===== config.mk =====
export PLATFORM = sky130hd
export DESIGN_NAME = uart_tx_arbiter
export DESIGN_NICKNAME = d
export VERILOG_FILES = /design/src/rtl/uart_pkg.sv /design/src/rtl/uart_tick_gen.sv /design/src/rtl/uart_tx_arbiter.sv
export SDC_FILE = /design/constraint.sdc
export NUM_CORES = 1
export LEC_CHECK = 0
export CAP_MARGIN = 20
export CORE_ASPECT_RATIO = 0.8
export CORE_MARGIN = 2
export CORE_UTILIZATION = 35
export DETAILED_ROUTE_END_ITERATION = 12
export GPL_TIMING_DRIVEN = 0
export PLACE_DENSITY = 0.57
export SLEW_MARGIN = 20
export SYNTH_ARGS = -nofsm -noshare
export SYNTH_HDL_FRONTEND = slang
export SYNTH_SLANG_ARGS = --single-unit

===== constraint.sdc =====
create_clock -name sysclk -period 2.5 [get_ports sysclk]
set_input_delay 0.625 -clock sysclk [delete_from_list [all_inputs] [get_ports sysclk]]
set_output_delay 0.625 -clock sysclk [all_outputs]
set_load 0.02 [all_outputs]

===== src/rtl/uart_pkg.sv =====
// Shared UART definitions: FSM state encoding, frame bit levels, default timing
// parameters and a counter width helper used by the TX arbiter and tick generator.
package uart_pkg;

    typedef logic [1:0] state_t;

    localparam state_t ST_IDLE  = 2'd0;
    localparam state_t ST_START = 2'd1;
    localparam state_t ST_DATA  = 2'd2;
    localparam state_t ST_STOP  = 2'd3;

    localparam logic START_BIT = 1'b0;
    localparam logic STOP_BIT  = 1'b1;

    localparam int DEF_TICK_DIV   = 328;
    localparam int DEF_OVERSAMPLE = 16;
    localparam int DEF_DATA_W     = 8;

    // Bits needed for a counter running 0..n-1 (never narrower than one bit).
    function automatic int cnt_width(input int n);
        return (n <= 2) ? 1 : $clog2(n);
    endfunction

endpackage


===== src/rtl/uart_tick_gen.sv =====
// Oversample tick generator: one-cycle enable every TICK_DIV sysclk cycles,
// synchronously restartable so a frame can begin on an exact tick boundary.
module uart_tick_gen
    import uart_pkg::*;
#(
    parameter int TICK_DIV = DEF_TICK_DIV
) (
    input  logic sysclk,
    input  logic resetb,
    input  logic clr,
    output logic tick
);

    localparam int CW = cnt_width(TICK_DIV);
    localparam logic [CW-1:0] TERM = CW'(TICK_DIV - 1);

    logic [CW-1:0] cnt_q;
    logic [CW-1:0] cnt_d;

    always_comb begin
        tick  = (cnt_q == TERM);
        cnt_d = cnt_q + CW'(1);
        if (clr || tick) begin
            cnt_d = '0;
        end
    end

    always_ff @(posedge sysclk or negedge resetb) begin
        if (!resetb) begin
            cnt_q <= '0;
        end else begin
            cnt_q <= cnt_d;
        end
    end

endmodule


===== src/rtl/uart_tx_arbiter.sv =====
// Two-port round-robin arbiter feeding a single 8N1 UART transmitter; the granted
// byte is latched at grant time so requesters may change data during the frame.
module uart_tx_arbiter
    import uart_pkg::*;
#(
    parameter int TICK_DIV   = DEF_TICK_DIV,
    parameter int OVERSAMPLE = DEF_OVERSAMPLE,
    parameter int DATA_W     = DEF_DATA_W
) (
    input  logic              sysclk,
    input  logic              resetb,
    input  logic              req0,
    input  logic [DATA_W-1:0] data0,
    output logic              ack0,
    input  logic              req1,
    input  logic [DATA_W-1:0] data1,
    output logic              ack1,
    output logic              tx,
    output logic              busy,
    output logic              grant_id
);

    localparam int TW = cnt_width(OVERSAMPLE);
    localparam int BW = cnt_width(DATA_W);
    localparam logic [TW-1:0] TCNT_LAST = TW'(OVERSAMPLE - 1);
    localparam logic [BW-1:0] BIT_LAST  = BW'(DATA_W - 1);

    state_t            state_q, state_d;
    logic [DATA_W-1:0] shift_q, shift_d;
    logic [TW-1:0]     tcnt_q, tcnt_d;
    logic [BW-1:0]     bit_idx_q, bit_idx_d;
    logic              tx_q, tx_d;
    logic              busy_q, busy_d;
    logic              ack0_q, ack0_d;
    logic              ack1_q, ack1_d;
    logic              grant_q, grant_d;
    logic              last_q, last_d;

    logic tick;
    logic tick_clr;
    logic bit_end;
    logic pick;

    uart_tick_gen #(
        .TICK_DIV(TICK_DIV)
    ) u_tick_gen (
        .sysclk(sysclk),
        .resetb(resetb),
        .clr   (tick_clr),
        .tick  (tick)
    );

    always_comb begin
        state_d   = state_q;
        shift_d   = shift_q;
        tcnt_d    = tcnt_q;
        bit_idx_d = bit_idx_q;
        tx_d      = tx_q;
        busy_d    = busy_q;
        ack0_d    = 1'b0;
        ack1_d    = 1'b0;
        grant_d   = grant_q;
        last_d    = last_q;
        tick_clr  = 1'b0;
        pick      = 1'b0;
        bit_end   = tick && (tcnt_q == TCNT_LAST);

        if (tick && (state_q != ST_IDLE)) begin
            tcnt_d = (tcnt_q == TCNT_LAST) ? '0 : tcnt_q + TW'(1);
        end

        case (state_q)
            ST_IDLE: begin
                if (req0 || req1) begin
                    // On a tie the port that did not own the previous frame wins.
                    pick      = (req0 && req1) ? ~last_q : req1;
                    ack0_d    = ~pick;
                    ack1_d    = pick;
                    shift_d   = pick ? data1 : data0;
                    grant_d   = pick;
                    last_d    = pick;
                    tx_d      = START_BIT;
                    busy_d    = 1'b1;
                    state_d   = ST_START;
                    tick_clr  = 1'b1;
                    tcnt_d    = '0;
                    bit_idx_d = '0;
                end
            end
            ST_START: begin
                if (bit_end) begin
                    state_d   = ST_DATA;
                    tx_d      = shift_q[0];
                    bit_idx_d = '0;
                end
            end
            ST_DATA: begin
                if (bit_end) begin
                    if (bit_idx_q == BIT_LAST) begin
                        state_d = ST_STOP;
                        tx_d    = STOP_BIT;
                    end else begin
                        shift_d   = shift_q >> 1;
                        tx_d      = shift_q[1];
                        bit_idx_d = bit_idx_q + BW'(1);
                    end
                end
            end
            ST_STOP: begin
                if (bit_end) begin
                    state_d = ST_IDLE;
                    busy_d  = 1'b0;
                end
            end
            default: begin
                state_d = ST_IDLE;
            end
        endcase
    end

    always_ff @(posedge sysclk or negedge resetb) begin
        if (!resetb) begin
            state_q   <= ST_IDLE;
            shift_q   <= '0;
            tcnt_q    <= '0;
            bit_idx_q <= '0;
            tx_q      <= STOP_BIT;
            busy_q    <= 1'b0;
            ack0_q    <= 1'b0;
            ack1_q    <= 1'b0;
            grant_q   <= 1'b0;
            last_q    <= 1'b1;
        end else begin
            state_q   <= state_d;
            shift_q   <= shift_d;
            tcnt_q    <= tcnt_d;
            bit_idx_q <= bit_idx_d;
            tx_q      <= tx_d;
            busy_q    <= busy_d;
            ack0_q    <= ack0_d;
            ack1_q    <= ack1_d;
            grant_q   <= grant_d;
            last_q    <= last_d;
        end
    end

    assign tx       = tx_q;
    assign busy     = busy_q;
    assign ack0     = ack0_q;
    assign ack1     = ack1_q;
    assign grant_id = grant_q;

endmodule

==> implementation parameters <==
Parameter                              Value

Outcome
  Outcome    completed

Timing
  Summed negative setup slack over all endpoints    0 ps
  Maximum clock frequency    462 MHz
  Unrepaired setup endpoints after global routing    false
  Final hold violations    0
  Part of the cycle the worst path needs    86.6%
  Max-slew violation count    0
  Period minus WS final    2170 ps
  Worst-case headroom to the max-slew limit    52.3%
  Worst slew pin tran    715 ps
  Worst-case clock skew    2.02 ps
  Final worst slack    335 ps
  Final-report setup violation count    0

GRT
  Wire length of the first global-routing pass    6060 µm
  Number of global-route vias before repair    1358
  Largest net degree at the start of global routing    33
  GR Util All Layers    14.9%
  Antenna violations before repair    0
  Overall overflow remaining after global route    0

Worst setup path
  Worst-path maximum fanout    10
  Worst path arrival time    2330 ps
  Kind of end point of the critical path    flip-flop
  Crit Path Category    flip-flop to flip-flop
  Required time worst endpoint    2670 ps
  CP startpoint kind    flip-flop

Place
  Pre-CTS setup slack    102 ps
  Post-place instance area    0.00203 mm²
  # placed instances    242
  Placed wire-length estimate    2460 µm
  Weighted congestion reported at the end of routability-driven placement    0.775
  Number of I/O port buffers    24

Routing
  Drt drc    0
  Drt pass-1 iters    4
  Final WL    3310 µm
  Ratio of routed vias to standard cells    5.04
  1st-iter DRT viols    32
  Via count of the routed design    1260
  Number of routed nets with antenna violations    0
  Routed WL per cell    13.2 µm

Clock tree
  Max clock buf depth    2
  # hold bufs at CTS    0
  Number of clock sinks    32
  Clock transition at the registers of the reported paths    60 ps
  Clock tree from TritonCTS    yes
  H-tree level count    2
  Root buffer cell    sky130_fd_sc_hd__clkbuf_8
  Number of CTS-inserted buffers    5
  Number of gates given a new drive strength after cts    0
  Insertion delay of the later-clocked pin in the worst-skew pair    280 ps
  Post-CTS setup buffer count    0

Cells and area
  Fin area    0.00212 mm²
  Post-route non-filler standard cell count    250
  Proportion of layout cells with a drive suffix above 1    13.2%
  Fin nets    219
  Filler instances    433
  Layout Area Growth over Synthesis    23.3%
  Antenna diode count    0

Floorplan
  Die outline width    82.4 µm
  Initial Util    37.0%
  Row Count    22
  Die Footprint    0.00550 mm²
  IO Count    25
  Placeable core region    0.00465 mm²
  Vert. Die Dim    66.7 µm

Synthesis
  Net count after synthesis    188
  Main synth FF type    sky130_fd_sc_hd__dfrtp_1
  Number of enable flip-flop cells after synthesis    0
  Syn Inst Count    158
  Mapped cell area    0.00172 mm²
  Asr flop ratio synth    100%
  Flops & latches, synth    32
  Most repeated cell in the gate-level netlist after synthesis    sky130_fd_sc_hd__dfrtp_1
  Portion of synthesized cell area occupied by the leading cell type    43.6%
  Unique masters post-synth    39
  Cell types with the largest area share after synthesis    sky130_fd_sc_hd__dfrtp_1 (44%), sky130_fd_sc_hd__ha_1 (7.3%), sky130_fd_sc_hd__mux2i_1 (5.8%), sky130_fd_sc_hd__mux2_2 (4.6%), sky130_fd_sc_hd__nor2_1 (3.9%)
  Library cell with the largest summed area after synthesis    sky130_fd_sc_hd__dfrtp_1
  Top cells by count, synth    sky130_fd_sc_hd__dfrtp_1 (30), sky130_fd_sc_hd__nor2_1 (18), sky130_fd_sc_hd__nand2_1 (14)
  Number of warnings issued by yosys    0
  Post-Syn Area per Cell    10.9 µm²
  Share of the yosys chip area belonging to registers    46.7%

Pwr
  Reported leakage power    0.947 nW
  Pwr dens    997 mW/mm²
  Worst vdd ir    453 µV
  Power consumption    2.11 mW

Worst hold path
  Path category of the worst min-delay check    primary input to async pin

Flow run
  Number of maximum-capacitance constraint violations    0
==> worst max-delay path: stages (launching register included) <==
cell and delay (ps):
sky130_fd_sc_hd__dfrtp_1 420, sky130_fd_sc_hd__inv_1 120, sky130_fd_sc_hd__ha_1 240, sky130_fd_sc_hd__clkbuf_1 390
sky130_fd_sc_hd__clkbuf_1 400, sky130_fd_sc_hd__o21ai_0 190, sky130_fd_sc_hd__mux2_2 280
==> cell type report <==
type	count	area (µm²)	area share, %
Timing Repair Buffer	24	235	11.1
Clock buffer	8	90.1	4.25
Inverter	4	15.0	0.708
Buffer	3	12.5	0.590
Multi-Input combinational cell	119	890	41.9
Tap cell	60	75.1	3.54
Sequential cell	32	803	37.9
==> sequential cells by signal, summed over array words and instances (netlist names) <==
| name | cells |
|---|---|
| busy | 1 |
| grant_id | 1 |
| ack1 | 1 |
| last_q | 1 |
| tx | 1 |
| bit_idx_q | 3 |
| shift_q | 8 |
| u_tick_gen.cnt_q | 9 |
| tcnt_q | 4 |
| ack0 | 1 |
| state_q | 2 |
==> placed cells by master, fill, tap and decap left out, drive strengths merged, types with 3 or more instances in the layout <==
cell type       n
a31oi           3
clkbuf         10
clkdlybuf4s50  23
dfrtp          30
ha             10
inv             4
mux2           11
mux2i          10
nand2          14
nand3           6
nor2           18
nor3            4
o21ai          12
xnor2           5
==> metal layers <==
metal / track usage (%) / vias to the layer above / wire [µm]
met5: 0 / - / 0
met4: 6.88 / 0 / 58
met3: 4.07 / 8 / 125
met2: 24.6 / 23 / 1590
met1: 17.9 / 611 / 1540
li1: - / 618 / -
==> worst paths after layout <==
check                      cells past startpoint  slack, ps             endpoint                start
setup / recovery                               6        330           shift_q[4]           state_q[0]
hold / removal                                 1        400           shift_q[5]               resetb
setup reg to reg                               6        330           shift_q[4]           state_q[0]
hold reg to reg                                1        470  u_tick_gen.cnt_q[0]  u_tick_gen.cnt_q[0]
max in group asynchronous                      1       1650                 busy               resetb
min in group sysclk                            1        470  u_tick_gen.cnt_q[0]  u_tick_gen.cnt_q[0]
==> logic make-up (layout without fill, tap and decap cells) <==
family | count (synthesis) | count (layout) | synth area share, %
AND/OR/NAND/NOR | 51 | 51 | 15.6
flip-flops | 32 | 32 | 46.7
AO/OA/AOI/OAI | 30 | 30 | 12.2
multiplexers | 21 | 21 | 13.0
adder cells (fa/ha/maj) | 10 | 10 | 7.27
XOR/XNOR | 7 | 7 | 3.56
buffers and inverters | 7 | 39 | 1.60
==> power by group <==
part	leakage (nW)	internal (mW)	total, mW	switching [mW]
clock network	0.0455	0.224	0.404	0.179
logic	0.495	0.443	0.908	0.465
registers	0.406	0.692	0.803	0.111
==> metrics by stage <==
step / hold slack (ps) / util (%)
floorplan: 329 / -
global placement: 452 / 43.8
detailed placement: 461 / 43.7
CTS: 417 / 45.6
global route: 451 / 45.6
finish: 398 / 45.6
No activity file was read; power rests on OpenSTA's default activity.
